<file path="config.mk">
export PLATFORM = sky130hd
export DESIGN_NAME = posit_decode_pipe
export DESIGN_NICKNAME = d
export VERILOG_FILES = /design/src/rtl/posit_decode_pipe.sv
export SDC_FILE = /design/constraint.sdc
export NUM_CORES = 1
export LEC_CHECK = 0
export BUFFER_PORTS_ARGS = -buffer_cell sky130_fd_sc_hd__buf_2
export CAP_MARGIN = 10
export CORE_AREA = 2 2 138 140
export DETAILED_ROUTE_END_ITERATION = 8
export DIE_AREA = 0 0 140 142
export PLACE_DENSITY = 0.6
export SLEW_MARGIN = 10
export SYNTH_ARGS = -nofsm -noshare
export SYNTH_HDL_FRONTEND = slang
export SYNTH_SLANG_ARGS = --single-unit
</file>
<file path="constraint.sdc">
create_clock -name clk -period 7.45 [get_ports clk]
set_input_delay 0.745 -clock clk [delete_from_list [all_inputs] [get_ports clk]]
set_output_delay 0.745 -clock clk [all_outputs]
set_load 0.02 [all_outputs]
</file>
<file path="src/rtl/posit_decode_pipe.sv">
// rtl/posit_decode_pipe.sv - two-stage pipelined posit<N,ES> field decoder
// S1 registers sign, special flags and magnitude; S2 decodes regime/exp/frac into the output registers.
module posit_decode_pipe #(
  parameter int N = 32,
  parameter int ES = 2,
  localparam int RW = $clog2(N) + 1,
  localparam int FW = N - 3 - ES,
  localparam int EW = (ES > 0) ? ES : 1
) (
  input  logic                 clk,
  input  logic                 rst_n,
  input  logic                 in_valid,
  output logic                 in_ready,
  input  logic [N-1:0]         in_data,
  output logic                 out_valid,
  input  logic                 out_ready,
  output logic                 out_sign,
  output logic                 out_zero,
  output logic                 out_nar,
  output logic signed [RW-1:0] out_regime,
  output logic [EW-1:0]        out_exp,
  output logic signed [RW+ES-1:0] out_scale,
  output logic [FW-1:0]        out_frac
);

  logic         s1_valid;
  logic         s1_sign;
  logic         s1_zero;
  logic         s1_nar;
  logic [N-1:0] s1_mag;

  logic                    s2_ready;
  logic [N-2:0]            body;
  logic [N-2:0]            run_bits;
  logic [N-2:0]            lead_oh;
  logic [RW-1:0]           run_len;
  logic [N-2:0]            shifted;
  logic                    r0;
  logic signed [RW-1:0]    regime_c;
  logic [EW-1:0]           exp_c;
  logic signed [RW+ES-1:0] scale_c;
  logic [FW-1:0]           frac_c;
  logic                    special;
  logic                    unused_bits;

  assign s2_ready = !out_valid || out_ready;
  assign in_ready = !s1_valid || s2_ready;

  assign body = s1_mag[N-2:0];
  assign r0 = body[N-2];
  // Invert a ones-run so the run always ends at the first set bit.
  assign run_bits = r0 ? ~body : body;

  always_comb begin
    lead_oh = '0;
    for (int i = 0; i < N-1; i++) begin
      lead_oh[i] = run_bits[i] & ~|(run_bits >> (i + 1));
    end
    run_len = (run_bits == '0) ? RW'(N-1) : '0;
    for (int i = 0; i < N-1; i++) begin
      if (lead_oh[i]) run_len = run_len | RW'(N-2-i);
    end
  end

  // Shifting out the run plus its terminator leaves exp then fraction at the top.
  assign shifted  = body << (run_len + RW'(1));
  assign regime_c = r0 ? $signed(run_len - RW'(1)) : $signed(-run_len);
  assign frac_c   = shifted[N-2-ES -: FW];

  generate
    if (ES > 0) begin : g_exp
      assign exp_c   = shifted[N-2 -: EW];
      assign scale_c = {regime_c, exp_c};
    end else begin : g_noexp
      assign exp_c   = 1'b0;
      assign scale_c = regime_c;
    end
  endgenerate

  assign special     = s1_zero || s1_nar;
  assign unused_bits = s1_mag[N-1] ^ (^shifted[1:0]);

  always_ff @(posedge clk or negedge rst_n) begin
    if (!rst_n) begin
      s1_valid   <= 1'b0;
      s1_sign    <= 1'b0;
      s1_zero    <= 1'b0;
      s1_nar     <= 1'b0;
      s1_mag     <= '0;
      out_valid  <= 1'b0;
      out_sign   <= 1'b0;
      out_zero   <= 1'b0;
      out_nar    <= 1'b0;
      out_regime <= '0;
      out_exp    <= '0;
      out_scale  <= '0;
      out_frac   <= '0;
    end else begin
      if (in_ready) s1_valid <= in_valid;
      if (in_valid && in_ready) begin
        s1_sign <= in_data[N-1];
        s1_zero <= (in_data == '0);
        s1_nar  <= (in_data == {1'b1, {(N-1){1'b0}}});
        s1_mag  <= in_data[N-1] ? -in_data : in_data;
      end
      if (s2_ready) out_valid <= s1_valid;
      if (s2_ready && s1_valid) begin
        out_sign   <= s1_sign;
        out_zero   <= s1_zero;
        out_nar    <= s1_nar;
        out_regime <= special ? '0 : regime_c;
        out_exp    <= special ? '0 : exp_c;
        out_scale  <= special ? '0 : scale_c;
        out_frac   <= special ? '0 : frac_c;
      end
    end
  end

endmodule

</file>
==> results of run 1 <==
## layout make-up
class                   instances  area share
repair buffers                 87      0.0644
inverters                      13     0.00702
flip-flops and latches         74       0.266
multi-input cells             563       0.582
well taps                     234      0.0421
clock buffers                  14      0.0365
clock inverters                 2     0.00180
## per-layer routing
metal  vias up  part of all wire  wire length [um]  GRT usage
met1      2664              0.48              8410      0.263
met5         -                 0                 0          0
met3        35             0.074              1310     0.0340
li1       2785                 -                 -          -
met4         0             0.026               457     0.0670
met2       254              0.43              7520      0.269
## kinds of logic after synthesis
| family | synth area share |
|---|---|
| adders and majority gates | 0.00593 |
| DFF | 0.293 |
| muxes | 0.154 |
| buffers and inverters | 0.0678 |
| AOI/OAI and AO/OA | 0.218 |
| and+or+nand+nor | 0.207 |
| xor gates and xnor gates | 0.0540 |
## final timing paths
path,startpoint,end,slack (ns)
worst max-delay path,s1_mag[30]$_DFFE_PN0P_,out_frac[24]$_DFFE_PN0P_,1.15
worst min-delay path,out_frac[2]$_DFFE_PN0P_,out_frac[2]$_DFFE_PN0P_,0.48
worst max register to register,s1_mag[30]$_DFFE_PN0P_,out_frac[24]$_DFFE_PN0P_,1.15
worst min register to register,out_frac[2]$_DFFE_PN0P_,out_frac[2]$_DFFE_PN0P_,0.48
max in group asynchronous,rst_n,s1_mag[14]$_DFFE_PN0P_,6.29
min in group asynchronous,rst_n,out_frac[15]$_DFFE_PN0P_,0.55
## worst register-to-register path: cells and delay by family (launching register included)
family	cells	cell delay (ns)
adders and majority gates	1	0.85
AOI/OAI and AO/OA	4	1.21
buffers and inverters	3	1.20
muxes	1	0.16
DFF	1	1.00
and+or+nand+nor	7	1.76
## layout by cell type, fill, tap and decap left out, drive strengths merged, types with 8 or more instances in the layout
cell type / netlist / final
o31ai: 14 / 14
dfrtp: 74 / 74
mux2i: 24 / 24
or3: 12 / 12
nand2b: 12 / 12
buf: 32 / 87
o21ai: 66 / 66
nor3: 22 / 22
mux2: 15 / 15
xor2: 28 / 28
mux4: 25 / 25
or4: 10 / 10
nand2: 114 / 114
nand3: 17 / 17
clkbuf: 43 / 14
inv: 13 / 13
xnor2: 11 / 11
nor2: 26 / 26
nor4: 14 / 14
a31oi: 8 / 8
o221ai: 10 / 10
a21oi: 15 / 15
## metrics by stage
stage / instances / hold WS [ns] / instance area, um^2 / util / power (mW)
after global placement: 971 / 0.461 / 6690 / 0.362 / 2.04
after floorplan: 725 / 0.442 / 6330 / - / 1.73
after CTS: 987 / 0.480 / 6960 / 0.377 / 2.47
final: 987 / 0.476 / 6960 / 0.377 / 2.46
after global routing: 987 / 0.501 / 6960 / 0.377 / 2.63
after detailed placement: 971 / 0.468 / 6690 / 0.362 / 2.06
## power breakdown
group / switching [mW] / leakage, nW / internal [mW]
clock: 0.164 / 0.127 / 0.234
sequential: 0.149 / 0.924 / 0.515
combinational: 0.816 / 1.84 / 0.584
total: 1.13 / 2.89 / 1.33
==> results.sh, run 1 <==
export IMPL_post_synth_top_count_cell="nand2_1"
export IMPL_place_hpwl_um=13000
export IMPL_cts_made_buffers=9
export IMPL_first_iter_violations=614
export IMPL_drt_wl_total_um=17700
export IMPL_status="complete, but fails checks"
export IMPL_worstPathCellList="buf_4 -> nand2_1 -> a2bb2oi_1 -> or4_1 -> or3_4 -> nor2_1 -> or4_1 -> inv_1 -> ha_1 -> inv_1 -> nand2_1 -> nor4_1 -> o311ai_0 -> a21boi_0 -> mux2i_1 -> a221o_1"
export IMPL_area_growth_pct=9.95
export IMPL_synth_cell_types=76
export IMPL_maxCapViolations=0
export IMPL_slew_violations=0
export IMPL_p_per_area_mw_per_mm2=354
export IMPL_ant_nets=0
export IMPL_clk_latency_ns=0.35
export IMPL_synth_area_top_cells="dfrtp_1 29%, mux4_2 8.9%, nand2_1 6.7%"
export IMPL_cp_start_kind="flop"
export IMPL_drive_gt1_frac=0.203
export IMPL_max_clock_path_buffers=2
export IMPL_p_leak_nw=2.89
export IMPL_post_drt_via_cell_ratio=5.81
export IMPL_path_clk_slew_ns=0.05
export IMPL_crit_cells=16
export IMPL_route_detailed_drc=6
export IMPL_worst_path_buf_inv=3
export IMPL_grt_use_total=0.181
export IMPL_max_slew_worst_pin_slew_ns=1.05
export IMPL_syn_inst=725
export IMPL_port_buffers=83
export IMPL_setup_viol=0
export IMPL_ir_drop_mv=0.125
export IMPL_arrival_ns=6.52
export IMPL_grt_max_degree=75
export IMPL_post_route_period_util=0.845
export IMPL_synth_top_area_cell="dfrtp_1"
export IMPL_design_die_area_mm2=0.0199
export IMPL_gp_congestion=0.930
export IMPL_vias=5738
export IMPL_finalClockSkew_ns=0.00679
export IMPL_rsz0062_at_grt="no"
export IMPL_fmax_mhz=159
export IMPL_die_height_um=142
export IMPL_cts_tree="built"
export IMPL_synthTopCellsByCount="113 x nand2_1, 74 x dfrtp_1, 65 x o21ai_0"
export IMPL_synthArstFlopShare=1.00
export IMPL_setup_slack_ns=1.15
export IMPL_synth_top_area_share=0.293
export IMPL_violations="DRC"
export IMPL_reg2reg_depth=16
export IMPL_multiInputGateArea_mm2=0.00405
export IMPL_relSlewSlack=0.294
export IMPL_crit_required_ns=7.68
export IMPL_fill_cells=1903
export IMPL_grt_pass1_wl_um=28800
export IMPL_regMostFlops="s1_mag"
export IMPL_netlist_area_mm2=0.00633
export IMPL_hold_buffers=0
export IMPL_cp_slowest_cell="dfrtp_1"
export IMPL_synth_warnings=0
export IMPL_ctsRootBufferMaster="clkbuf_16"
export IMPL_overflow=0
export IMPL_core_mm2=0.0185
export IMPL_dr_pass1_iters=7
export IMPL_min_path_cells=2
export IMPL_grt_pass1_vias=5339
export IMPL_synth_seq_cells=74
export IMPL_crit_family="simple AND/OR/NAND/NOR gates"
export IMPL_cpPeakStageDelay_ns=1.00
export IMPL_worst_hold_path_type="flop to flop"
export IMPL_largest_reg_flops=31
export IMPL_fp_dieW_um=140
export IMPL_fin_tns_setup_ns=0
export IMPL_synth_edff_count=0
export IMPL_wl_per_cell_um=17.9
export IMPL_nets=787
export IMPL_post_route_min_period_ns=6.30
export IMPL_regArea_mm2=0.00185
export IMPL_rows=50
export IMPL_endpoint_kind="flop"
export IMPL_ioPinCount=84
export IMPL_htree_num_levels=3
export IMPL_clock_sinks=74
export IMPL_diodes=0
export IMPL_grt_antenna_before_repair=0
export IMPL_path_class="flop to flop"
export IMPL_synth_ff_type="dfrtp_1"
export IMPL_post_cts_resized=0
export IMPL_finalHoldViolCount=0
export IMPL_critPathMaxFanout=30
export IMPL_ys_seq_area_frac=0.293
export IMPL_postCtsSetupBuffers=0
export IMPL_syn_nets=764
export IMPL_reg_top3="s1_mag: 31 flops, out_frac: 27 flops, out_scale: 8 flops"
export IMPL_pre_cts_ws_ns=1.27
export IMPL_synth_avg_cell_area_um2=8.73
export IMPL_initial_utilization=0.343
(Power assumes the default switching activity.)
==> run 2: changes to the inputs <==
==> constraint.sdc (replaced) <==
create_clock -name clk -period 5.85 [get_ports clk]
set_input_delay 0.585 -clock clk [delete_from_list [all_inputs] [get_ports clk]]
set_output_delay 0.585 -clock clk [all_outputs]
set_load 0.02 [all_outputs]
==> run 2 against run 1 <==
  * The run still ends with DRC left
  * Non-clock buffer count grew 5
  * Global-route usage shrank 0.31 points
  * Via count shrank 0.26%
  * Fmax grew 23%
  * Count of clock-buffer cells in the layout shrank 2
  * Combinational power grew 29%
  * Cell area grew 1.2%
  * Final cell count grew 0.51%
  * Critical path type unchanged
==> results.sh, run 2 (synthesis results as in run 1) <==
export IMPL_status="complete, but fails checks"
export IMPL_violations="DRC"
export IMPL_cp_slowest_cell="or4_1"
export IMPL_endpoint_kind="flop"
export IMPL_fill_cells=1903
export IMPL_gp_congestion=0.899
export IMPL_reg2reg_slack_ns=0.72
export IMPL_p_per_area_mw_per_mm2=455
export IMPL_worst_hold_path_type="primary input to asynchronous set/reset pin"
export IMPL_fin_tns_setup_ns=0
export IMPL_route_detailed_drc=6
export IMPL_wl_per_cell_um=17.8
export IMPL_post_drt_via_cell_ratio=5.77
export IMPL_ioPinCount=84
export IMPL_largest_reg_flops=31
export IMPL_grt_use_total=0.178
export IMPL_vias=5723
export IMPL_crit_required_ns=6.09
export IMPL_ctsRootBufferMaster="clkbuf_16"
export IMPL_post_route_period_util=0.877
export IMPL_port_buffers=83
export IMPL_clk_latency_ns=0.35
export IMPL_place_hpwl_um=13100
export IMPL_fp_dieW_um=140
export IMPL_max_clock_path_buffers=2
export IMPL_first_iter_violations=479
export IMPL_reg_top3="s1_mag: 31 flops, out_frac: 27 flops, out_scale: 8 flops"
export IMPL_regMostFlops="s1_mag"
export IMPL_initial_utilization=0.343
export IMPL_finalHoldViolCount=0
export IMPL_overflow=0
export IMPL_drive_gt1_frac=0.211
export IMPL_setup_viol=0
export IMPL_maxCapViolations=0
export IMPL_holdWs_ns=0.384
export IMPL_worstPathCellList="buf_4 -> nor4_4 -> nor2_2 -> or4_1 -> or3_4 -> nor2_1 -> or4_1 -> inv_1 -> ha_1 -> inv_1 -> buf_4 -> mux4_2 -> mux2i_1 -> a22oi_1 -> a32o_1"
export IMPL_cts_made_buffers=9
export IMPL_max_slew_worst_pin_slew_ns=0.953
export IMPL_dr_pass1_iters=7
export IMPL_slew_violations=0
export IMPL_cpPeakStageDelay_ns=0.66
export IMPL_cts_tree="built"
export IMPL_setup_slack_ns=0.719
export IMPL_htree_num_levels=3
export IMPL_post_cts_resized=0
export IMPL_r2r_start="s1_mag[30]$_DFFE_PN0P_"
export IMPL_finalClockSkew_ns=0.00665
export IMPL_core_mm2=0.0185
export IMPL_hold_buffers=0
export IMPL_design_die_area_mm2=0.0199
export IMPL_grt_max_degree=75
export IMPL_arrival_ns=5.37
export IMPL_area_growth_pct=11.2
export IMPL_ant_nets=0
export IMPL_fmax_mhz=195
export IMPL_cp_start_kind="flop"
export IMPL_ir_drop_mv=0.182
export IMPL_pre_cts_ws_ns=0.741
export IMPL_postCtsSetupBuffers=0
export IMPL_grt_antenna_before_repair=0
export IMPL_post_route_min_period_ns=5.13
export IMPL_grt_pass1_wl_um=28200
export IMPL_relSlewSlack=0.363
export IMPL_clock_sinks=74
export IMPL_diodes=0
export IMPL_critPathMaxFanout=14
export IMPL_rsz0062_at_grt="no"
export IMPL_nets=792
export IMPL_p_leak_nw=2.93
export IMPL_path_class="flop to flop"
export IMPL_grt_pass1_vias=5248
export IMPL_layout_commonest_cell="nand2_1"
export IMPL_path_clk_slew_ns=0.05
export IMPL_die_height_um=142
export IMPL_final_cell_mix="112 x nand2_1, 82 x buf_2, 74 x dfrtp_1"
export IMPL_critPathLaunch="s1_mag[30]$_DFFE_PN0P_"
export IMPL_rows=50
export IMPL_drt_wl_total_um=17600
## run 2: cell count changes in the layout (fill, tap and decap cells not counted), sizes merged
cell and change:
clkinv +1, buf +5, clkbuf -2, bufinv +1
## run 2: per-stage QoR
step | cells | utilization | instance area (um^2) | total power [mW]
final | 992 | 0.381 | 7040 | 3.20
after global routing | 992 | 0.381 | 7040 | 3.41
after CTS | 992 | 0.381 | 7040 | 3.21
after detailed placement | 976 | 0.365 | 6740 | 2.64
after global placement | 976 | 0.365 | 6740 | 2.62
after floorplan | 725 | - | 6330 | 2.20
## run 2: final cells by class
type                       instances  area, um^2  share of cell area
timing repair buffer              92         498              0.0708
clock inverter                     4        51.3             0.00729
inverter                          13        48.8             0.00693
sequential                        74        1850               0.263
clock buffer                      12         246              0.0350
tap                              234         293              0.0416
multi-input combinational        563        4050               0.575
## run 2: where the power goes
part	switching, mW	internal [mW]
Clock	0.220	0.342
Combinational	1.04	0.761
Sequential	0.182	0.655
## run 2: per-layer routing
layer	share of wire	global-route usage	routed length (um)	vias to the layer above
li1	-	-	-	2790
met1	0.48	0.253	8470	2724
met2	0.44	0.272	7800	188
met3	0.060	0.0414	1070	21
met4	0.017	0.0494	293	0
met5	0	0	0	-
## run 2: worst max-delay path, delay by kind of cell, from the launching register on
family                     cells  cell delay [ns]
adders and majority gates      1             0.29
and+or+nand+nor                6             1.86
buffers and inverters          4             1.08
muxes                          2             0.86
AOI/OAI and AO/OA              2             0.40
DFF                            1             0.52
## run 2: final timing paths
kind / depth (start not counted) / end
max: 15 / out_frac[25]$_DFFE_PN0P_
min: 1 / out_frac[24]$_DFFE_PN0P_
max reg2reg: 15 / out_frac[25]$_DFFE_PN0P_
min reg2reg: 2 / out_frac[3]$_DFFE_PN0P_
max in group asynchronous: 1 / s1_mag[10]$_DFFE_PN0P_
min in group clk: 2 / s1_valid$_DFFE_PN0N_
==> run 3: changes to the inputs <==
--- a/config.mk
+++ b/config.mk
@@ -5,11 +5,12 @@
 export SDC_FILE = /design/constraint.sdc
 export NUM_CORES = 1
 export LEC_CHECK = 0
+export ABC_AREA = 1
 export BUFFER_PORTS_ARGS = -buffer_cell sky130_fd_sc_hd__buf_2
 export CAP_MARGIN = 10
-export CORE_AREA = 2 2 138 140
+export CORE_AREA = 2 2 140 142
 export DETAILED_ROUTE_END_ITERATION = 8
-export DIE_AREA = 0 0 140 142
+export DIE_AREA = 0 0 142 144
 export PLACE_DENSITY = 0.6
 export SLEW_MARGIN = 10
 export SYNTH_ARGS = -nofsm -noshare
==> run 3 against run 2 <==
  * Largest cell class unchanged
  * Largest power group unchanged
  * Combinational power up 14%
  * Via count rose by 22%
  * Wire length increased by 15%
  * The flow now finishes without violations
==> results.sh, run 3 <==
export IMPL_critPathMaxFanout=40
export IMPL_status="completed"
export IMPL_core_mm2=0.0191
export IMPL_post_cts_resized=0
export IMPL_max_clock_path_buffers=2
export IMPL_p_comb_frac=0.596
export IMPL_overflow=0
export IMPL_cpMostUsedCell="nand2_1"
export IMPL_rows=51
export IMPL_synth_area_top_cells="dfrtp_1 28%, nand2_1 22%, nand3_1 14%"
export IMPL_pre_cts_ws_ns=0.994
export IMPL_finalHoldViolCount=0
export IMPL_wl_per_cell_um=15.0
export IMPL_nets=1141
export IMPL_syn_nets=1098
export IMPL_ctsRootBufferMaster="clkbuf_16"
export IMPL_post_route_period_util=0.853
export IMPL_worst_path_buf_inv=6
export IMPL_synth_xor_area_frac=0.0589
export IMPL_post_route_min_period_ns=4.99
export IMPL_crit_required_ns=6.09
export IMPL_diodes=0
export IMPL_grt_use_total=0.204
export IMPL_drt_wl_total_um=20200
export IMPL_cp_start_kind="flop"
export IMPL_netlist_area_mm2=0.00654
export IMPL_grt_pass1_vias=6314
export IMPL_route_detailed_drc=0
export IMPL_design_die_area_mm2=0.0204
export IMPL_syn_inst=1059
export IMPL_synth_top_family_by_area="simple AND/OR/NAND/NOR gates"
export IMPL_synth_compound_area_frac=0.0694
export IMPL_p_int_mw=1.66
export IMPL_cp_slowest_cell="nor2_2"
export IMPL_rsz0062_at_grt="no"
export IMPL_switching_share=0.520
export IMPL_finalClockSkew_ns=0.0136
export IMPL_cts_tree="built"
export IMPL_synth_top_area_cell="dfrtp_1"
export IMPL_ir_drop_mv=0.158
export IMPL_initial_utilization=0.343
export IMPL_power_switching_mw=1.80
export IMPL_largest_reg_flops=31
export IMPL_path_clk_slew_ns=0.07
export IMPL_synth_cell_types=40
export IMPL_synth_avg_cell_area_um2=6.18
export IMPL_crit_family="simple AND/OR/NAND/NOR gates"
export IMPL_fmax_mhz=200
export IMPL_clk_latency_ns=0.35
export IMPL_synth_top_area_share=0.283
export IMPL_clock_sinks=74
export IMPL_vias=6961
export IMPL_first_iter_violations=743
export IMPL_holdWs_ns=0.0887
export IMPL_regMostFlops="s1_mag"
export IMPL_synthAdderAreaFrac=0.00574
export IMPL_grt_max_degree=65
export IMPL_multiInputGateArea_mm2=0.00403
export IMPL_dr_pass1_iters=7
export IMPL_fp_dieW_um=142
export IMPL_synthArstFlopShare=1.00
export IMPL_hold_buffers=0
export IMPL_maxCapViolations=0
export IMPL_setup_slack_ns=0.862
export IMPL_fin_area_mm2=0.00730
export IMPL_cts_made_buffers=9
export IMPL_final_cell_mix="383 x nand2_1, 177 x nand3_1, 82 x buf_2"
export IMPL_area_growth_pct=11.6
export IMPL_postLayoutCoreUtil=0.383
export IMPL_p_leak_nw=3.87
export IMPL_synth_edff_count=0
export IMPL_drive_gt1_frac=0.126
export IMPL_grt_antenna_before_repair=0
export IMPL_layout_commonest_cell="nand2_1"
export IMPL_grt_pass1_wl_um=33000
export IMPL_regArea_mm2=0.00185
export IMPL_p_total_mw=3.46
export IMPL_gp_congestion=0.910
export IMPL_place_hpwl_um=15500
export IMPL_worstPathCellList="buf_4 -> nand2_1 -> nand2_1 -> nand2_1 -> nor2_4 -> nand3_1 -> inv_1 -> nand2_1 -> nand3_1 -> nor2_2 -> nand3_2 -> buf_4 -> inv_1 -> ha_1 -> buf_4 -> inv_1 -> nand2_1 -> nand2_1 -> nand2_1 -> nand3_1 -> nand3_1 -> nand2_1 -> nand2_1"
export IMPL_synthTopCellsByCount="383 x nand2_1, 177 x nand3_1, 81 x inv_1"
export IMPL_path_class="flop to flop"
export IMPL_post_synth_top_count_cell="nand2_1"
export IMPL_synthMuxAreaShare=0
export IMPL_seqPwrFrac=0.228
export IMPL_placed_cell_area_mm2=0.00699
export IMPL_arrival_ns=5.23
export IMPL_cpPeakStageDelay_ns=0.88
export IMPL_setup_viol=0
export IMPL_endpoint_kind="flop"
export IMPL_yosys_area_share_simple=0.482
export IMPL_synth_ff_type="dfrtp_1"
export IMPL_slew_violations=0
export IMPL_ys_seq_area_frac=0.283
export IMPL_dp_cells=1329
export IMPL_reg_top3="s1_mag: 31 flops, out_frac: 27 flops, out_scale: 8 flops"
export IMPL_synth_warnings=0
export IMPL_synth_seq_cells=74
export IMPL_relSlewSlack=0.218
export IMPL_clkPwrFrac=0.176
export IMPL_fin_tns_setup_ns=0
export IMPL_max_slew_worst_pin_slew_ns=1.17
export IMPL_ant_nets=0
export IMPL_post_drt_via_cell_ratio=5.18
export IMPL_port_buffers=83
export IMPL_htree_num_levels=3
export IMPL_worst_hold_path_type="primary input to asynchronous set/reset pin"
export IMPL_ioPinCount=84
export IMPL_die_height_um=144
export IMPL_postCtsSetupBuffers=0
export IMPL_p_per_area_mw_per_mm2=474
export IMPL_fill_cells=2084
export IMPL_stdcell_count=1345
run 3: cell types whose count changed after synthesis, moves of 15 or more:
cell / before / now
nand2_1: 113 / 383
clkbuf_1: 41 / 25
inv_1: 13 / 81
nand3_1: 16 / 177
nor2_1: 24 / 73
o21ai_0: 65 / 47
mux4_2: 25 / 0
nand4_1: 6 / 40
mux2i_1: 24 / 0
mux2_2: 15 / 0
run 3: path summary, 6_finish.rpt:
path                                             start                        to  slack, ns  depth (start not counted)
worst max-delay path            s1_mag[30]$_DFFE_PN0P_  out_frac[19]$_DFFE_PN0P_       0.86                         23
worst min-delay path                             rst_n  out_scale[6]$_DFFE_PN0P_       0.09                          1
min in group clk                  out_zero$_DFFE_PN0P_      out_zero$_DFFE_PN0P_       0.47                          2
max in group asynchronous                        rst_n    s1_mag[22]$_DFFE_PN0P_       4.75                          2
worst max register to register  s1_mag[30]$_DFFE_PN0P_  out_frac[19]$_DFFE_PN0P_       0.86                         23
worst min register to register    out_zero$_DFFE_PN0P_      out_zero$_DFFE_PN0P_       0.47                          2
run 3: power by group through the flow:
stage          Combinational, mW  Sequential, mW  Clock [mW]
3_3_place_gp                2.03           0.798           0
3_5_place_dp                2.03           0.797           0
4_1_cts                     2.04           0.790       0.616
6_report                    2.06           0.789       0.609
5_1_grt                     2.31           0.810       0.644
2_1_floorplan               1.39           0.914           0
run 3: cell families (layout without fill, tap and decap cells):
| family | Yosys count | after routing |
|---|---|---|
| XOR/XNOR | 41 | 41 |
| adder cells (fa/ha/maj) | 3 | 3 |
| buffers and inverters | 146 | 194 |
| AND/OR/NAND/NOR | 714 | 714 |
| AO/OA/AOI/OAI | 81 | 81 |
| flip-flops | 74 | 74 |
run 3: per-layer routing:
layer | routed length, um | GRT usage
met1 | 9660 | 0.291
met2 | 9120 | 0.321
met3 | 1120 | 0.0315
met4 | 326 | 0.0558
met5 | 0 | 0
run 3: layout make-up:
type | instances | area share
Tap cell | 238 | 0.0408
Inverter | 87 | 0.0447
Clock inverter | 7 | 0.0127
Clock buffer | 9 | 0.0308
Timing Repair Buffer | 91 | 0.0654
Multi-Input combinational cell | 839 | 0.552
Sequential cell | 74 | 0.254
